### src/rtl/soc2_mem_arb.sv
// soc2_mem_arb: round-robin two-master arbiter onto the single soc2 memory slave port.
// Optional response timeout enabled by defining SOC2_ARB_TIMEOUT_EN.
module soc2_mem_arb #(
    parameter int AW        = 32,
    parameter int DW        = 32,
    parameter int TO_CYCLES = 255
) (
    input  logic            clk,
    input  logic            resetn,
    input  logic            m0_req,
    input  logic            m0_wr,
    input  logic [AW-1:0]   m0_addr,
    input  logic [DW-1:0]   m0_wdata,
    input  logic [DW/8-1:0] m0_wstrb,
    output logic            m0_ack,
    output logic            m0_rvalid,
    output logic [DW-1:0]   m0_rdata,
    input  logic            m1_req,
    input  logic            m1_wr,
    input  logic [AW-1:0]   m1_addr,
    input  logic [DW-1:0]   m1_wdata,
    input  logic [DW/8-1:0] m1_wstrb,
    output logic            m1_ack,
    output logic            m1_rvalid,
    output logic [DW-1:0]   m1_rdata,
    output logic            s_req,
    output logic            s_wr,
    output logic [AW-1:0]   s_addr,
    output logic [DW-1:0]   s_wdata,
    output logic [DW/8-1:0] s_wstrb,
    input  logic            s_ack,
    input  logic            s_rvalid,
    input  logic [DW-1:0]   s_rdata,
    output logic            arb_err
);

    typedef enum logic [1:0] {IDLE, REQ, RESP} state_e;

    localparam logic [7:0] TO_LIM = 8'(TO_CYCLES);

    state_e            state_q, state_d;
    logic              gnt_q, gnt_d;
    logic              last_q, last_d;
    logic              wr_q, wr_d;
    logic [AW-1:0]     addr_q, addr_d;
    logic [DW-1:0]     wdata_q, wdata_d;
    logic [DW/8-1:0]   wstrb_q, wstrb_d;
    logic [7:0]        cnt_q, cnt_d;
    logic              win, ack, done, tout;
    logic [DW-1:0]     rdata;

    always_ff @(posedge clk or negedge resetn) begin
        if (!resetn) begin
            state_q <= IDLE;
            gnt_q   <= 1'b0;
            last_q  <= 1'b1;
            wr_q    <= 1'b0;
            addr_q  <= '0;
            wdata_q <= '0;
            wstrb_q <= '0;
            cnt_q   <= '0;
        end else begin
            state_q <= state_d;
            gnt_q   <= gnt_d;
            last_q  <= last_d;
            wr_q    <= wr_d;
            addr_q  <= addr_d;
            wdata_q <= wdata_d;
            wstrb_q <= wstrb_d;
            cnt_q   <= cnt_d;
        end
    end

    always_comb begin
        state_d = state_q;
        gnt_d   = gnt_q;
        last_d  = last_q;
        wr_d    = wr_q;
        addr_d  = addr_q;
        wdata_d = wdata_q;
        wstrb_d = wstrb_q;
        cnt_d   = cnt_q;
        win     = 1'b0;
        ack     = 1'b0;
        done    = 1'b0;
        tout    = 1'b0;
        unique case (state_q)
            IDLE: begin
                if (m0_req || m1_req) begin
                    // On a tie the master that was not served last wins
                    win     = (m0_req && m1_req) ? ~last_q : m1_req;
                    gnt_d   = win;
                    wr_d    = win ? m1_wr    : m0_wr;
                    addr_d  = win ? m1_addr  : m0_addr;
                    wdata_d = win ? m1_wdata : m0_wdata;
                    wstrb_d = win ? m1_wstrb : m0_wstrb;
                    state_d = REQ;
                end
            end
            REQ: begin
                if (s_ack) begin
                    ack     = 1'b1;
                    cnt_d   = '0;
                    state_d = RESP;
                end
            end
            RESP: begin
                if (s_rvalid) begin
                    done    = 1'b1;
                    last_d  = gnt_q;
                    state_d = IDLE;
`ifdef SOC2_ARB_TIMEOUT_EN
                end else if (cnt_q == TO_LIM) begin
                    tout    = 1'b1;
                    last_d  = gnt_q;
                    state_d = IDLE;
                end else begin
                    cnt_d   = cnt_q + 8'd1;
`endif
                end
            end
            default: state_d = IDLE;
        endcase
    end

`ifndef SOC2_ARB_TIMEOUT_EN
    logic unused_to;
    assign unused_to = ^{TO_LIM, cnt_q};
`endif

    assign rdata     = tout ? DW'(32'hDEAD_BEEF) : s_rdata;
    assign m0_ack    = ack & ~gnt_q;
    assign m1_ack    = ack &  gnt_q;
    assign m0_rvalid = (done | tout) & ~gnt_q;
    assign m1_rvalid = (done | tout) &  gnt_q;
    assign m0_rdata  = m0_rvalid ? rdata : '0;
    assign m1_rdata  = m1_rvalid ? rdata : '0;
    assign arb_err   = tout;
    assign s_req     = (state_q == REQ);
    assign s_wr      = wr_q;
    assign s_addr    = addr_q;
    assign s_wdata   = wdata_q;
    assign s_wstrb   = wstrb_q;

endmodule

### config.mk
export PLATFORM = sky130hd
export DESIGN_NAME = soc2_mem_arb
export DESIGN_NICKNAME = d
export VERILOG_FILES = /design/src/rtl/soc2_mem_arb.sv
export SDC_FILE = /design/constraint.sdc
export NUM_CORES = 1
export LEC_CHECK = 0
export BUFFER_PORTS_ARGS = -buffer_cell sky130_fd_sc_hd__buf_2
export CORE_AREA = 2 2 123 125
export DETAILED_ROUTE_END_ITERATION = 8
export DIE_AREA = 0 0 125 127
export GPL_ROUTABILITY_DRIVEN = 1
export PLACE_DENSITY = 0.74
export SYNTH_ARGS = -nofsm -noshare
export SYNTH_HDL_FRONTEND = slang
export SYNTH_SLANG_ARGS = --single-unit
### constraint.sdc
create_clock -name clk -period 5.1 [get_ports clk]
set_clock_uncertainty 0.05 [all_clocks]
set_input_delay 0 -clock clk [delete_from_list [all_inputs] [get_ports clk]]
set_output_delay 0 -clock clk [all_outputs]
set_load 0.005 [all_outputs]
# Word level (Yosys, flattened, before mapping)
# Cells that the tools add are included.
classes:
  eq_ne: 5
  mux: 15
  n_bitwise: 6
  reduce_logical: 6
ops:
  columns: ["cell", "n"]
  rows:
  - ["$mux W32", 4]
  - ["$mux W1", 6]
  - ["$mux W2", 3]
  - ["$pmux W2 S3", 1]
  - ["$and A1 B1 Y1", 4]
  - ["$mux W4", 1]
  - ["$ne A2 B2 Y1 const B", 2]
  - ["$reduce_and A2 Y1", 2]
  - ["$reduce_and A3 Y1", 1]
  - ["$eq A2 B1 Y1 const B", 1]
  - ["$eq A2 B2 Y1 const B", 1]
  - ["$logic_not A2 Y1", 1]
  - ["$ne A2 B1 Y1 const B", 1]
  - ["$not A1 Y1", 2]
  - ["$logic_and A1 B1 Y1", 1]
  - ["$logic_or A1 B1 Y1", 1]
word_totals:
  ff_bits: 73
  in_bits: 176
  out_inout_bits: 139
  wordCells: 39

# Longest topological paths before layout
# Gate-level depths: netlist of the first run.
logic_depth:
  ltp_word: 4
  mapped_depth: 5
  ltp_nobuf: 3

# Worst setup path after synthesis of the first run
# OpenSTA, ideal clock, no wires.
synth_path:
  path_kind: "register to register"
  from: "register last_q"
  to: "register addr_q[5] (netlist: s_addr[5])"
  t_arrival_ns: 1.480
  required_time_ns: 4.925
  slack_ns: 3.445
  path_stages_with_launch: 6
  path_buffers: 2
  synth_period_minus_slack_ns: 1.655
  cell_sequence: "dfstp_2 > a21bo_1 > buf_6 > buf_12 > mux2_4 > mux2_4"
synth_via:
  elab_chain_len: 3
synth_lines:
  columns: ["element", "line", "source"]
  rows:
  - ["from (decl)", "43", "logic last_q, last_d;"]
  - ["from (signal assigned)", "65", "last_q <= last_d;"]
  - ["$not A1 Y1", "91", "win = (m0_req && m1_req) ? ~last_q : m1_req;"]
  - ["$mux W1", "91", null]
  - ["$mux W32", "94", "addr_d = win ? m1_addr : m0_addr;"]
  - ["to (signal assigned)", "67", "addr_q <= addr_d;"]
  - ["to (decl)", "45", "logic [AW-1:0] addr_q, addr_d;"]
# Every way passes these cells.
# A chain may end at the register's enable or synchronous reset.

# Final worst setup path of the first run
layout_path:
  from: "register last_q"
  to: "register wdata_q[9] (netlist: s_wdata[9])"
layout_via:
  elab_chain_len: 3
layout_lines:
  columns: ["element", "line", "source"]
  rows:
  - ["$not A1 Y1", "91", null]
  - ["$mux W1", "91", null]
  - ["$mux W32", "95", "wdata_d = win ? m1_wdata : m0_wdata;"]
  - ["to (signal assigned)", "68", "wdata_q <= wdata_d;"]
  - ["to (decl)", "46", "logic [DW-1:0] wdata_q, wdata_d;"]
# Every way passes these cells.

==> impl_metrics.yaml, run 1 <==
route:
  drc_violations_left: 0
  detail_route.first_pass.iterations: 4
  routed_wl_um: 16010
  route.vias.total: 4282
  route.antenna.remaining_nets: 0
  initialDrtViolationCount: 106
  wl_per_cell_um: 16.76
  vias_per_cell: 4.484
cells_and_area:
  num-nets-final: 940
  layout-area-overhead-vs-synth_pct: 73.07
  area_of_combinational_cells_with_multiple_inputs_mm2: 0.002580
  sequential_cell_area_mm2: 0.001828
  layout.filler_cells: 1161
  drive_above_1_share: 0.6177
  mostFrequentLayoutCells: "312 x sky130_fd_sc_hd__buf_2, 142 x sky130_fd_sc_hd__dlygate4sd3_1, 138 x sky130_fd_sc_hd__mux2_4"
  mostFrequentLayoutCell: "sky130_fd_sc_hd__buf_2"
power_and_ir_drop:
  powerDensity_mw_per_mm2: 441.5
  total_leakage_power_uw: 0.004345
  peakVddDrop_v: 0.0001953
critical_path:
  path_cells: "a21bo_4 -> buf_4 -> mux2_4 -> dlygate4sd3_1 -> mux2_4"
  crit_slowest_cell: "sky130_fd_sc_hd__a21bo_4"
  worst_ep_required_time_ns: 5.27
  crit_family: "buffers and inverters"
  crit_buf_inv: 2
  worstSetupPathType: "flip-flop to flip-flop"
  largest_fanout_of_any_net_on_the_critical_path: 43
  crit_path_start_kind: "flip-flop"
  worstPathArrival_ns: 3.42
  max_incr_delay_on_cp_ns: 0.73
  crit_top_cell: "sky130_fd_sc_hd__mux2_4"
  worstSetupEndpointType: "flip-flop"
sta:
  fin_hold_ws_ns: 0.2359
  setup_tns_ns: 0
  endpoints_failing_setup: 0
  final.period_utilization: 0.6363
  finalWorstPathRequiredPeriod_ns: 3.245
  worstMarginPinSlew_ns: 0.9427
  hold_violations: 0
  rsz0062_at_grt: "no"
  slew_viol_final: 0
  max_freq_mhz: 308.2
  relative_slew_margins: 0.3716
global_routing:
  initial_antenna_violation_count: 2
  grt.overflow.total: 0
  grt_max_degree: 74
  first_global_vias: 4714
  grt_first_pass_wirelength_um: 24650
  global_route.usage.total: 0.1975
clock_tree:
  cts.reportedPaths.clkPinSlew_ns: 0.06
  clock_network_latency_to_the_later_pin_of_the_worst_skew_pair_ns: 0.33
  htree_num_levels: 3
  cts_inserted_buffers: 9
  cts_setup_buffers: 0
  cts.sink_count: 73
  cts.path.max_buffers: 2
  tritoncts: "built"
  cts.root.buffer_cell: "sky130_fd_sc_hd__clkbuf_16"
logic_synthesis:
  netlist_top_cells_area: "sky130_fd_sc_hd__mux2_4 45%, sky130_fd_sc_hd__dfrtp_1 39%, sky130_fd_sc_hd__and2_1 8.6%"
  ys_ff_latch: 73
  postSynthAreaPerCell_um2: 14.73
  synth.distinct_cells: 21
  mappedNetlistArea_mm2: 0.004641
  synth_fp_nets: 491
  synthesis.yosys.warnings: 0
  netlist.top_cell.by_area: "sky130_fd_sc_hd__mux2_4"
  post-synth-top-area-fraction: 0.4465
  synth_seq_area_share: 0.3939
  cells_after_synth: 315
flow_run:
  max_cap_viol_count: 0
min_path:
  min-delay-path-class: "primary input to output pin"
floorplan:
  core_area_mm2: 0.01442
  die_width_um: 125
  design.die.area_mm2: 0.01588
  num_rows: 44
  num_io_pins: 315
  effective_utilization_at_floorplan: 0.3217
  die_h_um: 127
placed_design:
  port_buffers: 313
  gp_routability_congestion: 0.7995
  place.detailed.hpwl_um: 10300
outcome:
  run_status: "finished clean"
-- repair_timing --
item,4_1_cts,5_1_grt
hold endpoints to repair,144,0
hold buffers,142,0
resized for setup,0,0
-- per-layer routing --
metal	GRT usage	vias up	part of all wire
li1	-	1984	-
met3	0.03894	48	0.053
met5	0	-	0
met2	0.3670	206	0.53
met4	0.1105	0	0.042
met1	0.2094	2044	0.37
-- cell type report --
type                    count  area share
repair buffers            460      0.3770
clock inverters             6     0.01418
diodes                      2   0.0006232
clock buffers              10     0.02976
multi-input cells         218      0.3212
well taps                 184     0.02866
inverters                   2   0.0009347
flip-flops and latches     73      0.2276
-- synth_stat cells --
cell and number:
sky130_fd_sc_hd__mux2_4 138, sky130_fd_sc_hd__dfrtp_1 72, sky130_fd_sc_hd__and2_1 64, sky130_fd_sc_hd__buf_12 7, sky130_fd_sc_hd__buf_4 7, sky130_fd_sc_hd__clkbuf_1 6
sky130_fd_sc_hd__nor2_1 5, sky130_fd_sc_hd__a21o_1 2, sky130_fd_sc_hd__inv_1 2, sky130_fd_sc_hd__a21bo_1 1, sky130_fd_sc_hd__buf_2 1, sky130_fd_sc_hd__buf_6 1
sky130_fd_sc_hd__conb_1 1, sky130_fd_sc_hd__dfstp_2 1, sky130_fd_sc_hd__nand2_1 1, sky130_fd_sc_hd__nand2b_1 1, sky130_fd_sc_hd__nand3b_1 1, sky130_fd_sc_hd__nor2b_1 1
sky130_fd_sc_hd__nor3_4 1, sky130_fd_sc_hd__o21ai_0 1, sky130_fd_sc_hd__o32ai_1 1
-- worst paths after layout --
check	cells after the start	from	end	slack, ns
worst max-delay path	5	last_q	s_wdata[9]	1.85
worst min register to register	1	s_addr[31]	s_addr[31]	0.45
worst max register to register	5	last_q	s_wdata[9]	1.85
min in group asynchronous	2	resetn	s_wdata[16]	0.34
worst min-delay path	3	s_rdata[14]	m0_rdata[14]	0.24
max in group asynchronous	2	resetn	s_wr	4.05
-- stage by stage --
| step | setup slack, ns | instances | total power [uW] | instance area [um2] | util |
|---|---|---|---|---|---|
| 2_1_floorplan | 3.445 | 315 | 2103 | 4641 | - |
| 3_3_place_gp | 2.478 | 795 | 2588 | 6252 | 0.4335 |
| 3_5_place_dp | 2.419 | 795 | 2621 | 6252 | 0.4335 |
| 4_1_cts | 1.870 | 953 | 3534 | 8026 | 0.5565 |
| 5_1_grt | 1.753 | 955 | 3725 | 8031 | 0.5568 |
| 6_report | 1.855 | 955 | 3546 | 8031 | 0.5568 |
-- worst register-to-register path, stage by stage, from the launching register on --
cell and delay [ns]:
sky130_fd_sc_hd__dfstp_2 0.54, sky130_fd_sc_hd__a21bo_4 0.73, sky130_fd_sc_hd__buf_4 0.62, sky130_fd_sc_hd__mux2_4 0.37, sky130_fd_sc_hd__dlygate4sd3_1 0.57, sky130_fd_sc_hd__mux2_4 0.26
-- kinds of logic (layout without fill, tap and decap cells) --
| group | Yosys count | in the layout | share of synthesized area |
|---|---|---|---|
| mux | 138 | 138 | 0.4465 |
| simple gates | 74 | 74 | 0.09895 |
| flops | 73 | 73 | 0.3939 |
| buf+inv | 24 | 478 | 0.05149 |
| compound gates | 5 | 5 | 0.008356 |
| other cells | 1 | 3 | 0.0008081 |
-- power by group --
part           internal, uW  switching (uW)  total (uW)
sequential              885             183        1070
combinational          1100             624        1730
clock                   493             257         750
total                  2480            1060        3550
-- registers in the layout (all words and copies together), names as in the netlist --
| signal | flops |
|---|---|
| s_wstrb | 4 |
| s_wdata | 32 |
| gnt_q | 1 |
| s_addr | 32 |
| s_wr | 1 |
| state_q | 2 |
| last_q | 1 |
(Power assumes the default switching activity.)
==> inputs of run 2 (changes only) <==
--- a/config.mk
+++ b/config.mk
@@ -6,11 +6,11 @@
 export NUM_CORES = 1
 export LEC_CHECK = 0
 export BUFFER_PORTS_ARGS = -buffer_cell sky130_fd_sc_hd__buf_2
-export CORE_AREA = 2 2 123 125
+export CORE_AREA = 2 2 121 123
 export DETAILED_ROUTE_END_ITERATION = 8
-export DIE_AREA = 0 0 125 127
+export DIE_AREA = 0 0 123 125
 export GPL_ROUTABILITY_DRIVEN = 1
-export PLACE_DENSITY = 0.74
+export PLACE_DENSITY = 0.79
 export SYNTH_ARGS = -nofsm -noshare
 export SYNTH_HDL_FRONTEND = slang
 export SYNTH_SLANG_ARGS = --single-unit
==> constraint.sdc (replaced) <==
create_clock -name clk -period 2.7 [get_ports clk]
set_clock_uncertainty 0.05 [all_clocks]
set_input_delay 0 -clock clk [delete_from_list [all_inputs] [get_ports clk]]
set_output_delay 0 -clock clk [all_outputs]
set_load 0.005 [all_outputs]
==> impl_metrics.yaml, run 2 (same netlist as run 1, synthesis figures left out) <==
global_routing:
  first_global_vias: 4654
  grt.overflow.total: 0
  grt_first_pass_wirelength_um: 24150
  grt_max_degree: 74
  initial_antenna_violation_count: 2
  global_route.usage.total: 0.2052
floorplan:
  core_area_mm2: 0.01420
  effective_utilization_at_floorplan: 0.3267
  num_io_pins: 315
  die_h_um: 125
  num_rows: 44
  design.die.area_mm2: 0.01538
  die_width_um: 123
placed_design:
  port_buffers: 313
  gp_routability_congestion: 0.7580
  place.detailed.hpwl_um: 10270
cells_and_area:
  sequential_cell_area_mm2: 0.001828
  num-nets-final: 939
  layout.filler_cells: 1146
  drive_above_1_share: 0.6172
  mostFrequentLayoutCell: "sky130_fd_sc_hd__buf_2"
  mostFrequentLayoutCells: "312 x sky130_fd_sc_hd__buf_2, 140 x sky130_fd_sc_hd__dlygate4sd3_1, 138 x sky130_fd_sc_hd__mux2_4"
  area_of_combinational_cells_with_multiple_inputs_mm2: 0.002580
  layout-area-overhead-vs-synth_pct: 72.15
clock_tree:
  htree_num_levels: 3
  cts.reportedPaths.clkPinSlew_ns: 0.06
  cts_inserted_buffers: 9
  cts_setup_buffers: 0
  tritoncts: "built"
  cts.path.max_buffers: 2
  cts.root.buffer_cell: "sky130_fd_sc_hd__clkbuf_16"
  cts.sink_count: 73
  clock_network_latency_to_the_later_pin_of_the_worst_skew_pair_ns: 0.33
route:
  initialDrtViolationCount: 154
  routed_wl_um: 16050
  wl_per_cell_um: 16.82
  route.vias.total: 4221
  route.antenna.remaining_nets: 0
  detail_route.first_pass.iterations: 4
  drc_violations_left: 0
  vias_per_cell: 4.425
sta:
  relative_slew_margins: 0.3588
  max_freq_mhz: 395.4
  slew_viol_final: 0
  final.period_utilization: 0.9367
  setup_tns_ns: 0
  endpoints_failing_setup: 0
  worstMarginPinSlew_ns: 0.9618
  fin_hold_ws_ns: 0.01607
  rsz0062_at_grt: "no"
  finalWorstPathRequiredPeriod_ns: 2.529
  hold_violations: 0
critical_path:
  ff2ff_setup_slack_ns: 0.17
  cp_capture_point: "s_addr[27]"
  worstSetupPathType: "flip-flop to flip-flop"
  startpoint: "last_q"
  worst_ep_required_time_ns: 2.86
  r2r-end: "s_addr[27]"
  worstSetupEndpointType: "flip-flop"
  largest_fanout_of_any_net_on_the_critical_path: 30
  worstPathArrival_ns: 2.69
  r2r_start: "last_q"
  r2r_cells: 5
  crit_path_start_kind: "flip-flop"
power_and_ir_drop:
  peakVddDrop_v: 0.0005341
  total_leakage_power_uw: 0.004329
  powerDensity_mw_per_mm2: 812.4
outcome:
  run_status: "finished clean"
min_path:
  min-delay-path-class: "primary input to flip-flop"
flow_run:
  max_cap_viol_count: 0
## run 2: how the worst min path moves through the flow
| stage | start | to | cells after the start |
|---|---|---|---|
| after floorplan | resetn | gnt_q | 0 |
| after global placement | resetn | s_wdata[10] | 1 |
| after CTS | m0_addr[22] | s_addr[22] | 3 |
| after global routing | m0_wdata[28] | s_wdata[28] | 3 |
| final | m0_wdata[28] | s_wdata[28] | 3 |
| after detailed placement | resetn | s_wdata[10] | 1 |
## run 2: power by group
group / switching (uW) / leakage, uW / total, uW / internal (uW)
clock network: 467 / 0.000143 / 1210 / 744
logic: 1180 / 0.00333 / 3270 / 2090
registers: 339 / 0.000853 / 2010 / 1670
## run 2: through the flow
stage                       util  total power (uW)  worst slack [ns]  area (um2)  std cells
after floorplan                -              3973             1.045        4641        315
after global placement    0.4425              4891            0.7950        6285        796
after detailed placement  0.4425              4984            0.7488        6285        796
after CTS                 0.5621              6508            0.1880        7984        952
after global routing      0.5625              6857            0.1085        7989        954
final                     0.5625              6490            0.1709        7989        954
## run 2: area by class of cell
type / count / area share
Inverter: 2 / 0.0009397
Timing Repair Buffer: 459 / 0.3806
Multi-Input combinational cell: 218 / 0.3229
Antenna cell: 2 / 0.0006265
Clock inverter: 4 / 0.006421
Sequential cell: 73 / 0.2288
Tap cell: 184 / 0.02882
Clock buffer: 12 / 0.03085
## run 2: what timing repair did
| action | CTS | global route |
|---|---|---|
| hold buffers | 140 | 0 |
| hold endpoints to repair | 143 | 0 |
| resized for setup | 0 | 0 |
## run 2: critical path, stage by stage (launching register included)
cell and delay [ns]:
sky130_fd_sc_hd__dfstp_2 0.54, sky130_fd_sc_hd__a21bo_4 0.14, sky130_fd_sc_hd__buf_4 0.47, sky130_fd_sc_hd__mux2_4 0.35
sky130_fd_sc_hd__dlygate4sd3_1 0.57, sky130_fd_sc_hd__mux2_4 0.26
## run 2: layer usage
layer | share of wire | global-route usage
met2 | 0.54 | 0.3900
met3 | 0.075 | 0.05748
met5 | 0 | 0
met1 | 0.35 | 0.2041
met4 | 0.029 | 0.08556
==> inputs of run 3 (changes only) <==
--- a/config.mk
+++ b/config.mk
@@ -11,6 +11,7 @@
 export DIE_AREA = 0 0 123 125
 export GPL_ROUTABILITY_DRIVEN = 1
 export PLACE_DENSITY = 0.79
+export REMOVE_ABC_BUFFERS = 1
 export SYNTH_ARGS = -nofsm -noshare
 export SYNTH_HDL_FRONTEND = slang
 export SYNTH_SLANG_ARGS = --single-unit
==> impl_metrics.yaml, run 3 (same netlist as run 1, synthesis figures left out) <==
outcome:
  run_status: "finished clean"
cells_and_area:
  inserted_diodes: 0
  layout.filler_cells: 1137
  drive_above_1_share: 0.6156
  mostFrequentLayoutCells: "312 x sky130_fd_sc_hd__buf_2, 142 x sky130_fd_sc_hd__dlygate4sd3_1, 138 x sky130_fd_sc_hd__mux2_4"
  num-nets-final: 941
  layout-area-overhead-vs-synth_pct: 72.82
  mostFrequentLayoutCell: "sky130_fd_sc_hd__buf_2"
placed_design:
  port_buffers: 313
  gp_routability_congestion: 0.7761
  place.detailed.hpwl_um: 10030
min_path:
  min-delay-start: "s_rdata[20]"
  min-delay-path-class: "primary input to output pin"
global_routing:
  grt.overflow.total: 0
  grt_first_pass_wirelength_um: 23630
  first_global_vias: 4558
  global_route.usage.total: 0.2057
  initial_antenna_violation_count: 1
  grt_max_degree: 74
route:
  vias_per_cell: 4.463
  detail_route.first_pass.iterations: 6
  wl_per_cell_um: 16.86
  initialDrtViolationCount: 119
  route.vias.total: 4258
  routed_wl_um: 16090
  drc_violations_left: 0
  route.antenna.remaining_nets: 0
clock_tree:
  cts.path.max_buffers: 2
  clock_network_latency_to_the_later_pin_of_the_worst_skew_pair_ns: 0.33
  cts_inserted_buffers: 9
  cts_setup_buffers: 0
  cts.reportedPaths.clkPinSlew_ns: 0.06
  cts_resized: 0
  htree_num_levels: 3
  cts.sink_count: 73
  cts.root.buffer_cell: "sky130_fd_sc_hd__clkbuf_16"
  hold_buffers: 142
  tritoncts: "built"
power_and_ir_drop:
  post-layout-total-power_uw: 6568
  total_switching_power_uw: 1987
  total_leakage_power_uw: 0.004344
  peakVddDrop_v: 0.0005367
  powerDensity_mw_per_mm2: 818.9
  p_seq_frac: 0.310
  pwr-share-comb: 0.497
  internal_power_uw: 4581
  switching_share: 0.3025
  clock_power_share: 0.193
floorplan:
  die_width_um: 123
  num_io_pins: 315
  die_h_um: 125
  effective_utilization_at_floorplan: 0.3267
  core_area_mm2: 0.01420
  num_rows: 44
  design.die.area_mm2: 0.01538
sta:
  worstMarginPinSlew_ns: 0.9345
  final.period_utilization: 0.9619
  relative_slew_margins: 0.3770
  endpoints_failing_setup: 0
  hold_violations: 0
  slew_viol_final: 0
  max_freq_mhz: 385.0
  rsz0062_at_grt: "no"
  fin_hold_ws_ns: 0.2256
  finalWorstPathRequiredPeriod_ns: 2.597
critical_path:
  startpoint: "last_q"
  worstSetupEndpointType: "flip-flop"
  largest_fanout_of_any_net_on_the_critical_path: 34
  r2r_start: "last_q"
  ff2ff_setup_slack_ns: 0.10
  worstSetupPathType: "flip-flop to flip-flop"
  worst_ep_required_time_ns: 2.87
  worstPathArrival_ns: 2.76
  crit_path_start_kind: "flip-flop"
flow_run:
  max_cap_viol_count: 0
[run 3: worst paths after layout]
path | endpoint | cells after the start
worst max-delay path | s_wdata[10] | 5
max in group asynchronous | s_addr[9] | 2
worst min-delay path | m1_rdata[20] | 3
worst min register to register | s_wdata[28] | 1
worst max register to register | s_wdata[10] | 5
min in group asynchronous | s_addr[26] | 2
[run 3: layer usage]
| metal | wire, um | share of wire | global-route usage |
|---|---|---|---|
| met3 | 1106 | 0.069 | 0.04699 |
| met4 | 317 | 0.020 | 0.06150 |
| met2 | 9044 | 0.56 | 0.4121 |
| met5 | 0 | 0 | 0 |
| met1 | 5617 | 0.35 | 0.2030 |
[run 3: worst max-delay path: stages (launching register included)]
cell and delay [ns]:
sky130_fd_sc_hd__dfstp_2 0.54, sky130_fd_sc_hd__a21bo_4 0.14, sky130_fd_sc_hd__buf_4 0.51, sky130_fd_sc_hd__mux2_4 0.36, sky130_fd_sc_hd__dlygate4sd3_1 0.58, sky130_fd_sc_hd__mux2_4 0.26
[run 3: per-stage QoR]
| stage | setup slack, ns | cells | TNS [ns] | cell area [um2] | utilization |
|---|---|---|---|---|---|
| 6_report | 0.1028 | 954 | 0 | 8020 | 0.5647 |
| 5_1_grt | 0.03771 | 954 | 0 | 8020 | 0.5647 |
| 4_1_cts | 0.1441 | 954 | 0 | 8020 | 0.5647 |
| 3_5_place_dp | 0.7065 | 796 | 0 | 6285 | 0.4425 |
| 3_3_place_gp | 0.7432 | 796 | 0 | 6285 | 0.4425 |
| 2_1_floorplan | -0.9994 | 293 | -66.95 | 4409 | - |
[run 3: layout make-up]
cell class	count	area, um2	area share
multi-input cells	218	2580	0.3217
clock buffers	11	232.7	0.02902
inverters	2	7.507	0.0009360
well taps	184	230.2	0.02871
clock inverters	5	81.33	0.01014
flip-flops and latches	73	1828	0.2279
repair buffers	461	3060	0.3816
[run 3: power groups by stage]
stage / sequential, uW / clock (uW) / combinational, uW
2_1_floorplan: 2030 / 0 / 1960
3_3_place_gp: 2020 / 0 / 2880
3_5_place_dp: 1990 / 0 / 2970
4_1_cts: 2020 / 1300 / 3230
5_1_grt: 2100 / 1350 / 3460
6_report: 2030 / 1270 / 3260
